`src/rtl/reg_scoreboard.sv`:
```
// Per-register pending-write counters gating GRF operand reads at issue; updates are visible one cycle later.
// Backpressure: stall holds issue while a source has an in-flight writer or the destination counter is saturated.
module reg_scoreboard #(
  parameter int CNT_W    = 2,
  parameter int MAX_PEND = 3
) (
  input  logic       clk,
  input  logic       reset,
  input  logic       iss_valid,
  input  logic       iss_use1,
  input  logic       iss_use2,
  input  logic [4:0] iss_a1,
  input  logic [4:0] iss_a2,
  input  logic       iss_we,
  input  logic [4:0] iss_a3,
  input  logic       kill,
  input  logic [4:0] kill_a3,
  input  logic       ret_we,
  input  logic [4:0] ret_a3,
  output logic       stall,
  output logic       rdy1,
  output logic       rdy2,
  output logic       idle,
  output logic       err
);

  // Entry 0 exists only so lookups with address 0 stay in range; it is held at zero.
  logic [CNT_W-1:0] cnt [0:31];
  logic             err_q;

  logic raw_rdy1, raw_rdy2, full, raw_stall, acc, any_pend;

  always_comb begin
    raw_rdy1  = (iss_a1 == 5'd0) || (cnt[iss_a1] == '0);
    raw_rdy2  = (iss_a2 == 5'd0) || (cnt[iss_a2] == '0);
    full      = iss_we && (iss_a3 != 5'd0) && (cnt[iss_a3] == CNT_W'(MAX_PEND));
    raw_stall = iss_valid && ((iss_use1 && !raw_rdy1) || (iss_use2 && !raw_rdy2) || full);
    acc       = iss_valid && !raw_stall;
  end

  always_comb begin
    any_pend = 1'b0;
    for (int r = 1; r < 32; r++) begin
      if (cnt[r] != '0) any_pend = 1'b1;
    end
  end

  // While in reset the pipe must not issue, and every register reads as clean.
  always_comb begin
    stall = reset ? raw_stall : 1'b1;
    rdy1  = reset ? raw_rdy1  : 1'b1;
    rdy2  = reset ? raw_rdy2  : 1'b1;
    idle  = reset ? !any_pend : 1'b1;
    err   = err_q;
  end

  always_ff @(posedge clk) begin
    if (!reset) begin
      for (int r = 0; r < 32; r++) cnt[r] <= '0;
      err_q <= 1'b0;
    end else begin
      cnt[0] <= '0;
      for (int r = 1; r < 32; r++) begin
        logic             inc;
        logic [1:0]       dec;
        logic [CNT_W:0]   up;
        inc = acc && iss_we && (iss_a3 == 5'(r));
        dec = {1'b0, (ret_we && (ret_a3 == 5'(r)))} + {1'b0, (kill && (kill_a3 == 5'(r)))};
        up  = {1'b0, cnt[r]} + (CNT_W+1)'(inc);
        // A release with no matching writer clamps to zero and flags the bookkeeping error.
        if (up < (CNT_W+1)'(dec)) begin
          cnt[r] <= '0;
          err_q  <= 1'b1;
        end else begin
          cnt[r] <= CNT_W'(up - (CNT_W+1)'(dec));
        end
      end
    end
  end

endmodule

```
`config.mk`:
```
export PLATFORM = sky130hd
export DESIGN_NAME = reg_scoreboard
export DESIGN_NICKNAME = d
export VERILOG_FILES = /design/src/rtl/reg_scoreboard.sv
export SDC_FILE = /design/constraint.sdc
export NUM_CORES = 1
export LEC_CHECK = 0
export BUFFER_PORTS_ARGS = -buffer_cell sky130_fd_sc_hd__buf_2
export CORE_MARGIN = 2
export CORE_UTILIZATION = 50
export DETAILED_ROUTE_END_ITERATION = 10
export GPL_TIMING_DRIVEN = 0
export HOLD_SLACK_MARGIN = 0.03
export PLACE_DENSITY = 0.67
export SLEW_MARGIN = 20
export SYNTH_ARGS = -nofsm -noshare
export SYNTH_HDL_FRONTEND = slang
export SYNTH_SLANG_ARGS = --single-unit
```
`constraint.sdc`:
```
create_clock -name clk -period 4.4 [get_ports clk]
set_clock_uncertainty 0.1 [all_clocks]
set_input_delay 0.22 -clock clk [delete_from_list [all_inputs] [get_ports clk]]
set_output_delay 0.22 -clock clk [all_outputs]
set_load 0.01 [all_outputs]
```
# Word level (Yosys, flattened, before mapping)
# Memory sizes are Yosys's and may differ from the RTL's.
# Index checks and enable logic that the tools add are counted.
# totals
register_bits,1
latch_bits,0
mem_bits_ro,0
ram_bits,64
out_inout_bits,5
n_memories,1
# classes
muxes,317
n_addsub,93
shift,0
eq_ne,94
reduce_logical,145
div,0
n_mul,0
n_lt_le_gt_ge,31
bitwise,63
# mem_list
memory,depth,word_bits,rd,rd_clocked_by_memory_dff,wr,line_no,text
cnt,32,2,34,0,32,28,logic [CNT_W-1:0] cnt [0:31];
# op_table
cell,count
2-to-1 mux 1 bit,254
"equality test 5 bit, second input constant",48
2-to-1 mux 2 bit,63
"equality test 5 x 4 -> 1 bit, second input constant",24
logical AND 1 bit,100
adder 2 x 1 -> 3 bit,31
< comparator 3 x 2 -> 1 bit,31
bitwise OR 1 bit,63
adder 1 x 1 -> 2 bit,31
nonzero test 2 bit,31
subtractor 2 bit,31
"equality test 5 x 3 -> 1 bit, second input constant",12
nonzero test 31 bit,1
"equality test 5 x 2 -> 1 bit, second input constant",6
"equality test 5 x 1 -> 1 bit, second input constant",3
zero test 5 bit,2
nonzero test 5 bit,1
zero test 1 bit,4
zero test 2 bit,2
logical OR 1 bit,4
"equality test 2 bit, second input constant",1

# Depth between registers and ports, before layout
# An unclocked memory read counts as a cell.
# logic_depth
ltp_word,45
depth_mapped,18
mapped_depth_nobuf,15

# Worst setup path before layout
# Ideal clock, no wire load.
# synth_path
kind,register to register
startpoint,memory cnt[7][1]
endpoint,register err_q (netlist: err)
n_path_buf,1
required_ns,4.185
path_stages_with_launch,15
period_less_slack_ns,3.730
arrival_ns,3.515
setup_ns,0.115
slack_ns,0.670
cell_sequence,edfxtp_1 -> nor2_1 -> mux4_2 -> a2111oi_0 -> o31a_1 -> a2111o_1 -> buf_2 -> nor4_1 -> ha_1 -> fa_1 -> nor3b_1 -> nor2_1 -> nor4_1 -> nand4_1 -> o21a_1
# synth_lines
element,line_no,text
start: declaration,28,
end signal: assignment,60,err_q <= 1'b0;
end signal: assignment,73,err_q <= 1'b1;
end: declaration,29,logic err_q;

==> flow_metrics.env <==
export IMPL_die_x_um=124.9
export IMPL_synth_top_area_frac=0.2548
export IMPL_worst_setup_path_type="reg2reg"
export IMPL_synth_edf_count=62
export IMPL_reg2reg_depth=17
export IMPL_setup_violations=1
export IMPL_reg2reg_to="err"
export IMPL_finalCritPeriodShare=1.008
export IMPL_synthTopCellsByArea="edfxtp_1, ha_1, fa_1"
export IMPL_stdcell_area_um2=8956
export IMPL_outcome="finished, violations left"
export IMPL_startpoint="cnt[2][1]"
export IMPL_ys_flop_type="edfxtp_1"
export IMPL_power_density_nw_per_um2=205.0
export IMPL_dr_pass1_iters=5
export IMPL_htree_levels=3
export IMPL_grt_max_degree=11
export IMPL_std_cell_rows=44
export IMPL_placed_area_um2=7916
export IMPL_vias=6333
export IMPL_yosys_warnings=0
export IMPL_first_iter_violations=545
export IMPL_gp_congestion=0.9699
export IMPL_peakVddDrop_v=0.0001544
export IMPL_synth_distinct_cells=50
export IMPL_synthesis_area_um2=7307
export IMPL_synth_avg_cell_area_um2=9.514
export IMPL_io_buffers=30
export IMPL_fmax_mhz=225.6
export IMPL_critPathLaunchType="register"
export IMPL_avgRoutedWirePerCell_um=20.60
export IMPL_reg2reg_from="cnt[2][1]"
export IMPL_grt_total_usage=0.2843
export IMPL_synthCells=768
export IMPL_mostFrequentLayoutCells="ha_1, nor2_1, inv_1"
export IMPL_power_leakage_uw=0.003868
export IMPL_min_from="reset"
export IMPL_cts_buffers=9
export IMPL_slew_violations=0
export IMPL_n_antenna_cell=0
export IMPL_clkTransAtPathRegs_ns=0.06
export IMPL_crit_fanout=5
export IMPL_finalNetCount=1084
export IMPL_cts_tree="done"
export IMPL_seq_area_frac_synth=0.2575
export IMPL_dieHeight_um=124.9
export IMPL_route_detailed_drc=0
export IMPL_fin_total_pwr_uw=1836
export IMPL_cp_required_ns=4.54
export IMPL_die_area_um2=15600
export IMPL_routed_wl_um=22320
export IMPL_layout_commonest_cell="ha_1"
export IMPL_drive_gt1_frac=0.2069
export IMPL_fin_crit_ns=4.433
export IMPL_dpl_worst_slack_ns=-0.2593
export IMPL_whs_endpoint="err"
export IMPL_hold_path_class="in2reg"
export IMPL_timing_slew_headroom=0.3513
export IMPL_ys_ff_latch=63
export IMPL_worst_slack_ns=-0.03301
export IMPL_dpl_hpwl_um=17080
export IMPL_clk_path_buf_depth=2
export IMPL_yosysTopAreaCell="edfxtp_1"
export IMPL_end_kind="register"
export IMPL_r2r_slack_ns=-0.03
export IMPL_hold_depth=2
export IMPL_gr_total_overflow=0
export IMPL_violations="negative setup slack"
export IMPL_worst_pin_slew_ns=0.9731
export IMPL_grt_pass1_wl_um=33630
export IMPL_cts_num_sinks=63
export IMPL_antenna_found_initial=0
export IMPL_ctsHoldBuffers=0
export IMPL_pin_count=38
export IMPL_root_buffer="clkbuf_16"
export IMPL_cap_violations=0
export IMPL_core_area_um2=14420
export IMPL_final_hold_viol_count=0
export IMPL_worstPathArrival_ns=4.57
export IMPL_antenna_left=0
export IMPL_grt_pass1_vias=6064
export IMPL_async_reset_ff_frac=0
export IMPL_viasPerCell=5.848
export IMPL_initial_core_util=0.5066
export IMPL_area_growth_pct=22.57
export IMPL_clock_latency_ns=0.35
## cell families after synthesis
group / synth area share
xor gates and xnor gates: 0.03716
and+or+nand+nor: 0.2461
buffers and inverters: 0.05548
DFF: 0.2575
other: 0.0005132
adders and majority gates: 0.2973
muxes: 0.05651
AOI/OAI and AO/OA: 0.04949
## per-stage QoR
step                        util  instances  hold slack, ns  TNS (ns)
final                     0.6209       1083          0.2759  -0.03301
after global routing      0.6209       1083          0.3221   -0.1048
after CTS                 0.5743       1059          0.2988         0
after detailed placement  0.5488       1043          0.5522   -0.3870
after global placement    0.5488       1043          0.5446   -0.3854
after floorplan                -        829          0.4268         0
## critical path, stage by stage (launching register included)
cell and delay, ns:
edfxtp_1 0.48, nor2_1 0.29, nor3b_1 0.13, a211oi_1 0.42, a2111oi_4 0.10, o31a_1 0.31, a2111o_1 0.42, buf_4 0.20
buf_8 0.14, nor4_2 0.28, ha_2 0.20, inv_1 0.04, ha_1 0.24, nor3b_2 0.21, nor2_2 0.09, nor4_2 0.24
nand4_1 0.18, o21a_1 0.23
## cell usage after synthesis, types with 3 or more instances
| cell type | n |
|---|---|
| buf_4 | 3 |
| mux2i_1 | 3 |
| nor4_1 | 39 |
| inv_1 | 65 |
| a311oi_1 | 4 |
| nor2_1 | 128 |
| fa_1 | 31 |
| edfxtp_1 | 62 |
| clkbuf_1 | 19 |
| mux4_2 | 16 |
| nor2b_1 | 8 |
| o21ai_0 | 12 |
| ha_1 | 124 |
| a21oi_1 | 16 |
| and3_1 | 31 |
| nand4_1 | 11 |
| nand3_1 | 16 |
| o31ai_1 | 3 |
| or2_2 | 3 |
| nor3b_1 | 51 |
| nand3b_1 | 3 |
| nand2b_1 | 7 |
| a211oi_1 | 7 |
| nand2_1 | 32 |
| buf_2 | 9 |
| nor3_1 | 5 |
| xnor2_1 | 31 |
## timing repair
item,in CTS,in global routing
endpoints found under the setup margin,5,15
gates cloned,0,2
pin swaps,1,30
gates resized for setup,21,97
setup buffers,2,22
## routing by layer
metal  up-vias  global-route usage  routed length (µm)  part of all wire
met5         -                   0                   0                 0
met4         0              0.1588                1340             0.060
met3        92             0.06100                2011             0.090
met2       285              0.4471               10240              0.46
met1      3028              0.3652                8726              0.39
li1       2928                   -                   -                 -
## flip-flops by register name, indices dropped and copies added (netlist names)
register / flops
cnt: 62
err: 1
## worst max path at each step
| stage | slack, ns | end |
|---|---|---|
| after global placement | -0.26 | err |
| final | -0.03 | err |
| after floorplan | 0.67 | err |
| after CTS | 0.006 | err |
| after global routing | -0.10 | err |
| after detailed placement | -0.26 | err |
## report_power, final
part	switching [µW]	total [µW]	internal (µW)	leakage [µW]
Combinational	270	451	181	0.00310
Clock	274	644	370	0.000120
Sequential	40.5	740	700	0.000646
Total	585	1840	1250	0.00387
## layout make-up
class                      count  area, µm²
fill                        1208       5468
clock buffer                  11      232.7
inverter                      66      247.7
multi-input combinational    666       5808
tap                          184      230.2
sequential                    63       1882
buffer                        34      180.2
clock inverter                 3      12.51
timing repair buffer          56      362.8
Note: power is estimated with default switching activity, not from simulation.
